### src/rtl/vga_cfg_pkg.sv
// Shared types and constants for the VGA configuration sequencer.
// Holds the FSM state encoding, default sizing and the named VGA register addresses.
package vga_cfg_pkg;

  localparam int DEF_CONFIG_WIDTH = 4;
  localparam int DEF_NUM_REGS     = 2 ** DEF_CONFIG_WIDTH;

  typedef enum logic [2:0] {
    ST_IDLE,
    ST_WAIT_VS,
    ST_SCAN,
    ST_SEND,
    ST_DONE
  } state_t;

  // Register map of the downstream VGA timing block
  localparam logic [DEF_CONFIG_WIDTH-1:0] ADDR_H_MARGIN     = 4'd0;
  localparam logic [DEF_CONFIG_WIDTH-1:0] ADDR_V_MARGIN     = 4'd1;
  localparam logic [DEF_CONFIG_WIDTH-1:0] ADDR_H_SYNC_PULSE = 4'd2;
  localparam logic [DEF_CONFIG_WIDTH-1:0] ADDR_V_SYNC_PULSE = 4'd3;
  localparam logic [DEF_CONFIG_WIDTH-1:0] ADDR_H_COUNT_MAX  = 4'd4;
  localparam logic [DEF_CONFIG_WIDTH-1:0] ADDR_V_COUNT_MAX  = 4'd5;

endpackage

### src/rtl/vga_cfg_sequencer_if.sv
// Config write port between the sequencer (master) and the VGA timing block (slave).
// A write is transferred on any rising edge where c_valid and c_ready are both high.
interface vga_cfg_sequencer_if #(
  parameter int CONFIG_WIDTH = 4
) ();

  logic                    c_valid;
  logic [CONFIG_WIDTH-1:0] c_addr;
  logic [CONFIG_WIDTH-1:0] c_data;
  logic                    c_ready;

  modport master (
    output c_valid,
    output c_addr,
    output c_data,
    input  c_ready
  );

  modport slave (
    input  c_valid,
    input  c_addr,
    input  c_data,
    output c_ready
  );

endinterface

### src/rtl/vga_cfg_shadow.sv
// Shadow copy of the VGA register space with one dirty bit per entry.
// Host writes always land; a same-cycle clear of the written entry loses to the write.
module vga_cfg_shadow
  import vga_cfg_pkg::*;
#(
  parameter int CONFIG_WIDTH = DEF_CONFIG_WIDTH,
  parameter int NUM_REGS     = DEF_NUM_REGS
) (
  input  logic                    clk,
  input  logic                    rst_n,
  input  logic                    we,
  input  logic [CONFIG_WIDTH-1:0] wr_addr,
  input  logic [CONFIG_WIDTH-1:0] wr_data,
  input  logic [CONFIG_WIDTH-1:0] rd_idx,
  input  logic                    clr_dirty,
  output logic [CONFIG_WIDTH-1:0] rd_data,
  output logic                    rd_dirty
);

  logic [CONFIG_WIDTH-1:0] shadow [NUM_REGS];
  logic [NUM_REGS-1:0]     dirty;

  // NOTE: this array is small and a reset must discard stale configuration,
  // so it is built from resettable flops rather than a RAM macro.
  always_ff @(posedge clk or negedge rst_n) begin
    if (!rst_n) begin
      for (int i = 0; i < NUM_REGS; i++) shadow[i] <= '0;
      dirty <= '0;
    end else begin
      // NOTE: non-blocking assignments; the later set overrides the earlier
      // clear in the same cycle, which gives the host write priority.
      if (clr_dirty) dirty[rd_idx] <= 1'b0;
      if (we) begin
        shadow[wr_addr] <= wr_data;
        dirty[wr_addr]  <= 1'b1;
      end
    end
  end

  assign rd_data  = shadow[rd_idx];
  assign rd_dirty = dirty[rd_idx];

endmodule

### src/rtl/vga_cfg_sequencer.sv
// Streams changed shadow entries to the VGA timing block on commit.
// Define VGA_CFG_VSYNC_ALIGN_EN to defer each round to the next VSync falling edge.
module vga_cfg_sequencer
  import vga_cfg_pkg::*;
#(
  parameter int CONFIG_WIDTH = DEF_CONFIG_WIDTH,
  parameter int NUM_REGS     = DEF_NUM_REGS
) (
  input  logic                    clk,
  input  logic                    rst_n,
  input  logic                    host_we,
  input  logic [CONFIG_WIDTH-1:0] host_addr,
  input  logic [CONFIG_WIDTH-1:0] host_data,
  input  logic                    commit,
  input  logic                    VSync,
  output logic                    busy,
  output logic                    done,
  vga_cfg_sequencer_if.master     cfg
);

  localparam logic [CONFIG_WIDTH-1:0] LAST_IDX = CONFIG_WIDTH'(NUM_REGS - 1);

  state_t                  state, state_next;
  logic [CONFIG_WIDTH-1:0] ptr, ptr_next;
  logic [CONFIG_WIDTH-1:0] addr_q, addr_next;
  logic [CONFIG_WIDTH-1:0] data_q, data_next;
  logic                    valid_q, valid_next;
  logic                    done_next, busy_next;
  logic                    pending, pending_next;
  logic                    clr_dirty;
  logic [CONFIG_WIDTH-1:0] rd_data;
  logic                    rd_dirty;

`ifdef VGA_CFG_VSYNC_ALIGN_EN
  localparam state_t START_STATE = ST_WAIT_VS;
  logic vs_q;
  logic vs_fall;

  always_ff @(posedge clk or negedge rst_n) begin
    if (!rst_n) vs_q <= 1'b0;
    else        vs_q <= VSync;
  end

  assign vs_fall = vs_q & ~VSync;
`else
  localparam state_t START_STATE = ST_SCAN;
  logic unused_vsync;
  assign unused_vsync = VSync;
`endif

  vga_cfg_shadow #(
    .CONFIG_WIDTH (CONFIG_WIDTH),
    .NUM_REGS     (NUM_REGS)
  ) u_shadow (
    .clk       (clk),
    .rst_n     (rst_n),
    .we        (host_we),
    .wr_addr   (host_addr),
    .wr_data   (host_data),
    .rd_idx    (ptr),
    .clr_dirty (clr_dirty),
    .rd_data   (rd_data),
    .rd_dirty  (rd_dirty)
  );

  always_ff @(posedge clk or negedge rst_n) begin
    if (!rst_n) begin
      state   <= ST_IDLE;
      ptr     <= '0;
      addr_q  <= '0;
      data_q  <= '0;
      valid_q <= 1'b0;
      done    <= 1'b0;
      busy    <= 1'b0;
      pending <= 1'b0;
    end else begin
      state   <= state_next;
      ptr     <= ptr_next;
      addr_q  <= addr_next;
      data_q  <= data_next;
      valid_q <= valid_next;
      done    <= done_next;
      busy    <= busy_next;
      pending <= pending_next;
    end
  end

  always_comb begin
    // NOTE: every output of this block gets a default first so no path
    // through the case statement can infer a latch.
    state_next   = state;
    ptr_next     = ptr;
    addr_next    = addr_q;
    data_next    = data_q;
    valid_next   = valid_q;
    done_next    = 1'b0;
    pending_next = pending;
    clr_dirty    = 1'b0;

    if (commit && state != ST_IDLE) pending_next = 1'b1;

    case (state)
      ST_IDLE: begin
        if (commit) begin
          ptr_next   = '0;
          state_next = START_STATE;
        end
      end
`ifdef VGA_CFG_VSYNC_ALIGN_EN
      ST_WAIT_VS: begin
        if (vs_fall) state_next = ST_SCAN;
      end
`endif
      ST_SCAN: begin
        if (rd_dirty) begin
          addr_next  = ptr;
          data_next  = rd_data;
          valid_next = 1'b1;
          state_next = ST_SEND;
        end else if (ptr == LAST_IDX) begin
          done_next  = 1'b1;
          state_next = ST_DONE;
        end else begin
          ptr_next = ptr + CONFIG_WIDTH'(1);
        end
      end
      ST_SEND: begin
        if (cfg.c_ready) begin
          valid_next = 1'b0;
          clr_dirty  = 1'b1;
          if (ptr == LAST_IDX) begin
            done_next  = 1'b1;
            state_next = ST_DONE;
          end else begin
            ptr_next   = ptr + CONFIG_WIDTH'(1);
            state_next = ST_SCAN;
          end
        end
      end
      ST_DONE: begin
        // A commit landing in this very cycle is honoured like a pending one
        if (pending || commit) begin
          pending_next = 1'b0;
          ptr_next     = '0;
          state_next   = START_STATE;
        end else begin
          state_next = ST_IDLE;
        end
      end
      default: state_next = ST_IDLE;
    endcase

    busy_next = (state_next != ST_IDLE) || pending_next;
  end

  assign cfg.c_valid = valid_q;
  assign cfg.c_addr  = addr_q;
  assign cfg.c_data  = data_q;

endmodule

### src/flat_wrapper.sv
// flat-port wrapper written by rule: the top's interface ports become plain ports
module vga_cfg_sequencer_flat import vga_cfg_pkg::*;
#(
  parameter int CONFIG_WIDTH = DEF_CONFIG_WIDTH,
  parameter int NUM_REGS     = DEF_NUM_REGS
)
  (clk, rst_n, host_we, host_addr, host_data, commit, VSync, busy, done, cfg_c_valid, cfg_c_addr, cfg_c_data, cfg_c_ready);
  vga_cfg_sequencer_if #(.CONFIG_WIDTH(CONFIG_WIDTH)) cfg_i ();
  input  logic clk;
  input  logic rst_n;
  input  logic host_we;
  input  logic [CONFIG_WIDTH-1:0] host_addr;
  input  logic [CONFIG_WIDTH-1:0] host_data;
  input  logic commit;
  input  logic VSync;
  output logic busy;
  output logic done;
  output wire logic [$bits(cfg_i.c_valid)-1:0] cfg_c_valid;
  output wire logic [$bits(cfg_i.c_addr)-1:0] cfg_c_addr;
  output wire logic [$bits(cfg_i.c_data)-1:0] cfg_c_data;
  input wire logic [$bits(cfg_i.c_ready)-1:0] cfg_c_ready;
  assign cfg_c_valid = cfg_i.c_valid;
  assign cfg_c_addr = cfg_i.c_addr;
  assign cfg_c_data = cfg_i.c_data;
  assign cfg_i.c_ready = cfg_c_ready;
  vga_cfg_sequencer #(.CONFIG_WIDTH(CONFIG_WIDTH), .NUM_REGS(NUM_REGS)) u_core (.clk(clk), .rst_n(rst_n), .host_we(host_we), .host_addr(host_addr), .host_data(host_data), .commit(commit), .VSync(VSync), .busy(busy), .done(done), .cfg(cfg_i));
endmodule
### config.mk
export PLATFORM = sky130hd
export DESIGN_NAME = vga_cfg_sequencer_flat
export DESIGN_NICKNAME = d
export VERILOG_FILES = /design/src/rtl/vga_cfg_pkg.sv /design/src/rtl/vga_cfg_sequencer_if.sv /design/src/rtl/vga_cfg_shadow.sv /design/src/rtl/vga_cfg_sequencer.sv /design/src/flat_wrapper.sv
export SDC_FILE = /design/constraint.sdc
export NUM_CORES = 1
export LEC_CHECK = 0
export CORE_ASPECT_RATIO = 1.4
export CORE_MARGIN = 8
export CORE_UTILIZATION = 57
export CTS_CLUSTER_DIAMETER = 30
export DETAILED_ROUTE_END_ITERATION = 10
export PLACE_DENSITY = 0.77
export SYNTH_ARGS = -nofsm -noshare
export SYNTH_HDL_FRONTEND = slang
export SYNTH_SLANG_ARGS = --single-unit
### constraint.sdc
create_clock -name clk -period 3.6 [get_ports clk]
set_input_delay 0.36 -clock clk [delete_from_list [all_inputs] [get_ports clk]]
set_output_delay 0.36 -clock clk [all_outputs]
set_load 0.005 [all_outputs]
==> flow_summary.toml, run 1 <==
[clock_network]
post_cts_buffers = 0
insertion_delay_ps = 370
ctsResizeCount = 0
numClockSinks = 99
root_buffer = "clkbuf_8"
cts_hold_buf = 0
cts_made_buffers = 9
cts_tree = "yes"
clkTransAtPathRegs_ps = 90
htreeDepth = 3
clk_path_buf_depth = 2

[place]
dp.final_hpwl_um = 6670
port_buffers = 23
place_area_um2 = 4900
globalplace.congestion = 0.859

[floorplanning]
die_area_um2 = 11200
core_um2 = 7750
rows = 38
die_w_um = 91.6
die_h_um = 122
start_util_pct = 58.9
top_level_ports = 25

[critical_path]
cp-end-kind = "flop"
worst-r2r-cell-count = 5
r2r_start = "u_core.ptr[0]$_DFFE_PN0P_"
start_kind = "flop"
critical_path_class = "flop to flop"
r2r_end = "u_core.cfg.c_data[1]$_DFFE_PN0N_"
reg2reg_slack_ps = 910
crit_required_ps = 3860
cp_data_arrival_time_ps = 2950
cp_max_fo = 14

[grt]
grt.overflow.total = 0
antenna_found_initial = 0
grt_pass1_wl_um = 15900
gr-usage-all-layers_pct = 18.6
grt_start_max_net_pins = 56
grt_pass1_vias = 3079

[synth]
synth_area_um2 = 4560
synth-seq-area-share_pct = 54.3
synth_cells = 330
syn_nets = 348
ys_ff_latch = 99
syn_area_per_cell_um2 = 13.8
synth_top_area_share_pct = 54.3
ys_warn_count = 0
synth_area_leaders = "dfrtp_1 (54%), mux2_2 (15%), mux4_2 (12%)"
synth_cell_types = 31
yosysTopAreaCell = "dfrtp_1"

[cells_and_area]
final_area_um2 = 5150
syn_to_final_growth_pct = 12.8
fillerInstances = 544
layout-drive-gt1-share_pct = 31.0
diodes = 0
finalNetCount = 374

[drt]
wl_um = 9530
num_vias = 2780
first_iter_violations = 144
routedWlPerCell_um = 20.7
ant_nets = 0
routed_via_density = 6.03
drc = 0
first_pass_iters = 4

[power]
p_clk_share_pct = 20.7
swShare_pct = 32.4
power_frac_comb_pct = 36.7
switchingPower_mw = 1.36
seqPwrFrac_pct = 42.6
intPower_mw = 2.84
power_density_nw_per_um2 = 815
p_leak_nw = 2.19
vdd_drop_max_mv = 0.422

[sta]
setup_viol = 0
fmax_mhz = 372
fin_crit_ps = 2690
maxSlewHeadroom_pct = 39.9
fin_crit_sh_pct = 74.6
tightestPinTransition_ps = 899
fin_tns_setup_ps = 0
hold_viol = 0
fin_skew_ps = 5.02
slew_violations = 0
rsz0062_at_grt = "false"

[run]
cap_violations = 0

[outcome]
status = "finished clean"

[worst_hold_path]
hp-class = "primary input to asynchronous set/reset pin"
-- worst max-delay path: stages, from the launching register on --
cell     delay [ps]
dfrtp_1         930
mux4_2          630
mux2i_4         220
mux2i_1         110
nand2_1         310
mux2_2          380
-- through the flow --
| step | instances | setup slack [ps] | power (mW) | hold WS [ps] | utilization (%) |
|---|---|---|---|---|---|
| floorplan | 330 | 1300 | 2.87 | 64.4 | - |
| finish | 461 | 913 | 4.20 | 13.4 | 66.4 |
| detailed placement | 445 | 892 | 3.36 | 443 | 63.2 |
| global placement | 445 | 904 | 3.29 | 439 | 63.2 |
| global route | 461 | 735 | 4.46 | 70.1 | 66.4 |
| CTS | 461 | 876 | 4.24 | 32.7 | 66.4 |
-- worst max-delay path by stage --
| stage | startpoint | endpoint | slack (ps) | cells past startpoint |
|---|---|---|---|---|
| after floorplan | u_core.ptr[0]$_DFFE_PN0P_ | u_core.cfg.c_data[0]$_DFFE_PN0N_ | 1300 | 5 |
| after global placement | u_core.ptr[0]$_DFFE_PN0P_ | u_core.cfg.c_data[0]$_DFFE_PN0N_ | 900 | 4 |
| after detailed placement | u_core.ptr[0]$_DFFE_PN0P_ | u_core.cfg.c_data[1]$_DFFE_PN0N_ | 890 | 5 |
| after CTS | u_core.ptr[0]$_DFFE_PN0P_ | u_core.cfg.c_data[0]$_DFFE_PN0N_ | 880 | 5 |
| after global routing | u_core.ptr[0]$_DFFE_PN0P_ | u_core.cfg.c_data[0]$_DFFE_PN0N_ | 740 | 5 |
| final | u_core.ptr[0]$_DFFE_PN0P_ | u_core.cfg.c_data[1]$_DFFE_PN0N_ | 910 | 5 |
-- final cells by class --
cell class	instances	area, µm²	share of cell area, %
clock inverter	6	111	2.16
sequential	99	2480	48.1
multi-input combinational	214	2010	39.1
clock buffer	10	138	2.67
tap	100	125	2.43
inverter	3	11.3	0.219
timing repair buffer	29	273	5.30
-- power by group through the flow --
stage	clock (mW)	combinational (mW)	sequential (mW)
2_1_floorplan	0	1.24	1.63
3_3_place_gp	0	1.50	1.79
3_5_place_dp	0	1.55	1.81
4_1_cts	0.888	1.56	1.79
5_1_grt	0.933	1.68	1.84
6_report	0.870	1.54	1.79
-- state kept, by name (all words and copies together), names as in the netlist --
name,cells
u_core.cfg.c_addr,4
u_core.ptr,4
u_core.u_shadow.shadow,64
u_core.state,3
u_core.pending,1
u_core.done,1
u_core.cfg.c_valid,1
u_core.busy,1
u_core.u_shadow.dirty,16
u_core.cfg.c_data,4
-- layer usage --
layer	part of all wire (%)	vias up	track usage [%]
met5	0	-	0
met4	3.3	0	10.4
met3	5.4	27	3.45
met2	54	68	32.4
met1	37	1441	21.1
li1	-	1244	-
-- cells in the mapped netlist, drive strengths merged --
cell type and instances:
a21o 10, a21oi 5, a221oi 1, and2 1, buf 2, clkbuf 12
dfrtp 99, ha 4, inv 3, mux2 71, mux2i 4, mux4 24
nand2 47, nand2b 5, nand3 4, nand4b 1, nor2 13, nor2b 3
nor3 7, nor3b 4, nor4 1, o21ai 2, o21bai 2, o22ai 1
o31ai 2, or3 1, or4 1
-- placed cells by master, fill, tap and decap left out, drive strengths merged, types with 2 or more instances in the layout --
cell type and instances:
bufinv 3, inv 4, mux2 71, clkbuf 10, nor2 13, o31ai 2
nor2b 3, o21ai 2, dfrtp 99, nor3b 4, nor3 7, buf 7
mux4 24, clkdlybuf4s50 22, nand2 47, a21o 10, mux2i 4, ha 4
o21bai 2, a21oi 5, nand3 4, nand2b 5
-- cells by family after synthesis --
logic type | count (synthesis) | share of synthesized area [%]
flip-flops | 99 | 54.3
AO/OA/AOI/OAI | 23 | 3.54
adder cells (fa/ha/maj) | 4 | 1.10
buffers and inverters | 17 | 1.59
AND/OR/NAND/NOR | 88 | 8.67
multiplexers | 99 | 30.8
No activity file was read; power rests on OpenSTA's default activity.
==> run 2: changes to the inputs <==
CORE_UTILIZATION = 54   (was 57)
PLACE_DENSITY = 0.76   (was 0.77)
clock period = 2.3 ns   (was 3.6 ns; I/O delays follow)
==> flow_summary.toml, run 2 (synthesized netlist as in run 1, its figures left out) <==
[sta]
fin_tns_setup_ps = 0
fin_crit_sh_pct = 95.0
fin_skew_ps = 10.5
slew_violations = 0
rsz0062_at_grt = "false"
fmax_mhz = 457
fin_crit_ps = 2190
layout_setup_ws_ps = 114
hold_viol = 0
setup_viol = 0
tightestPinTransition_ps = 645
maxSlewHeadroom_pct = 57.0

[critical_path]
cp-end-kind = "flop"
critPathTopFamily = "multiplexers"
path_cells = "buf_12 -> mux4_2 -> mux2i_4 -> a221oi_2 -> or4_1 -> a21oi_1"
critical_path_class = "flop to flop"
worst-r2r-cell-count = 6
r2r_end = "u_core.ptr[3]$_DFFE_PN0P_"
reg2reg_slack_ps = 110
cp_data_arrival_time_ps = 2460
slowest_delay_ps = 540
cp_max_fo = 13
crit_required_ps = 2570
cp.buffers_inverters = 1
r2r_start = "u_core.ptr[0]$_DFFE_PN0P_"
crit_slowest_cell = "mux4_2"
start_kind = "flop"

[drt]
wl_um = 10000
drc = 0
first_iter_violations = 132
ant_nets = 0
routedWlPerCell_um = 20.9
routed_via_density = 5.96
first_pass_iters = 7
num_vias = 2866

[power]
seqPwrFrac_pct = 37.4
switchingPower_mw = 2.26
intPower_mw = 4.94
swShare_pct = 31.5
p_leak_nw = 2.34
power_density_nw_per_um2 = 1330
power_frac_comb_pct = 38.2
vdd_drop_max_mv = 0.827
p_clk_share_pct = 24.4

[grt]
grt_pass1_vias = 3069
grt.overflow.total = 0
gr-usage-all-layers_pct = 18.6
grt_start_max_net_pins = 60
grt_pass1_wl_um = 16400
antenna_found_initial = 0

[cells_and_area]
fin_util_pct = 66.1
layout-drive-gt1-share_pct = 34.3
largest_register_ffs = 64
finalNetCount = 392
largest_register = "u_core.u_shadow.shadow"
reg_top3 = "u_core.u_shadow.shadow x64, u_core.u_shadow.dirty x16"
diodes = 0
final_common_cell = "dfrtp_1"
syn_to_final_growth_pct = 18.7
mostFrequentLayoutCells = "dfrtp_1 (99), mux2_2 (62), nand2_1 (46)"

[outcome]
status = "finished clean"

[floorplanning]
start_util_pct = 55.6
die_w_um = 93.7
die_area_um2 = 11700
rows = 39
die_h_um = 125
core_um2 = 8200
top_level_ports = 25

[clock_network]
cts_made_buffers = 9
root_buffer = "clkbuf_16"
insertion_delay_ps = 350
htreeDepth = 3
clk_path_buf_depth = 2
cts_tree = "yes"
clkTransAtPathRegs_ps = 70
numClockSinks = 99

[run]
cap_violations = 0

[place]
place_ws_ps = 12.7
globalplace.congestion = 0.844
dp.final_hpwl_um = 7010
port_buffers = 23

[worst_hold_path]
hp-class = "primary input to asynchronous set/reset pin"
[run 2: how the worst max path moves through the flow]
stage                                  endpoint  cells after the start                 startpoint  slack, ps
2_1_floorplan  u_core.cfg.c_data[0]$_DFFE_PN0N_                      5  u_core.ptr[0]$_DFFE_PN0P_          3
3_3_place_gp   u_core.cfg.c_data[3]$_DFFE_PN0N_                      6  u_core.ptr[0]$_DFFE_PN0P_         40
3_5_place_dp   u_core.cfg.c_data[3]$_DFFE_PN0N_                      6  u_core.ptr[0]$_DFFE_PN0P_         10
4_1_cts        u_core.cfg.c_data[2]$_DFFE_PN0N_                      6  u_core.ptr[0]$_DFFE_PN0P_          1
5_1_grt               u_core.ptr[3]$_DFFE_PN0P_                      6  u_core.ptr[0]$_DFFE_PN0P_         50
6_report              u_core.ptr[3]$_DFFE_PN0P_                      6  u_core.ptr[0]$_DFFE_PN0P_        110
[run 2: power groups by stage]
stage	sequential (mW)	combinational (mW)	clock, mW
after CTS	2.69	2.78	1.78
after detailed placement	2.71	2.75	0
after floorplan	2.55	1.95	0
after global routing	2.76	2.97	1.84
after global placement	2.67	2.65	0
final	2.69	2.75	1.76
[run 2: timing repair]
item,CTS,global route
buffers inserted,0,0
endpoints found under the hold margin,40,0
resized for setup,0,1
setup endpoints to repair,0,7
hold buffers,1,0
[run 2: final cells by class]
class / instances / area (µm²)
Clock buffer: 10 / 239
Clock inverter: 6 / 111
Fill cell: 601 / 2780
Inverter: 3 / 11.3
Multi-Input combinational cell: 214 / 2010
Sequential cell: 99 / 2480
Tap cell: 102 / 128
Timing Repair Buffer: 47 / 435
[run 2: layer usage]
metal  vias to the layer above  track usage [%]  part of all wire (%)
li1                       1280                -                     -
met5                         -                0                     0
met4                         0             11.4                   3.8
met2                        57             31.8                    54
met1                      1510             20.3                    39
met3                        19             3.56                   2.9
[run 2: worst reg2reg max path, stage by stage, from the launching register on]
cell      delay [ps]
dfrtp_1          370
buf_12           180
mux4_2           550
mux2i_4          230
a221oi_2         110
or4_1            510
a21oi_1          170
[run 2: metrics by stage]
step	power, mW	hold slack (ps)	cell area [µm²]	cells
6_report	7.20	410	5420	481
3_5_place_dp	5.46	247	5050	464
2_1_floorplan	4.49	-65.6	4560	330
5_1_grt	7.57	473	5420	481
4_1_cts	7.25	426	5410	481
3_3_place_gp	5.32	240	5050	464
==> run 3: changes to the inputs <==
SLEW_MARGIN = 20   (was not set)
==> results of run 3 <==
Final layout, timing and power as in run 2 (identical DEF).
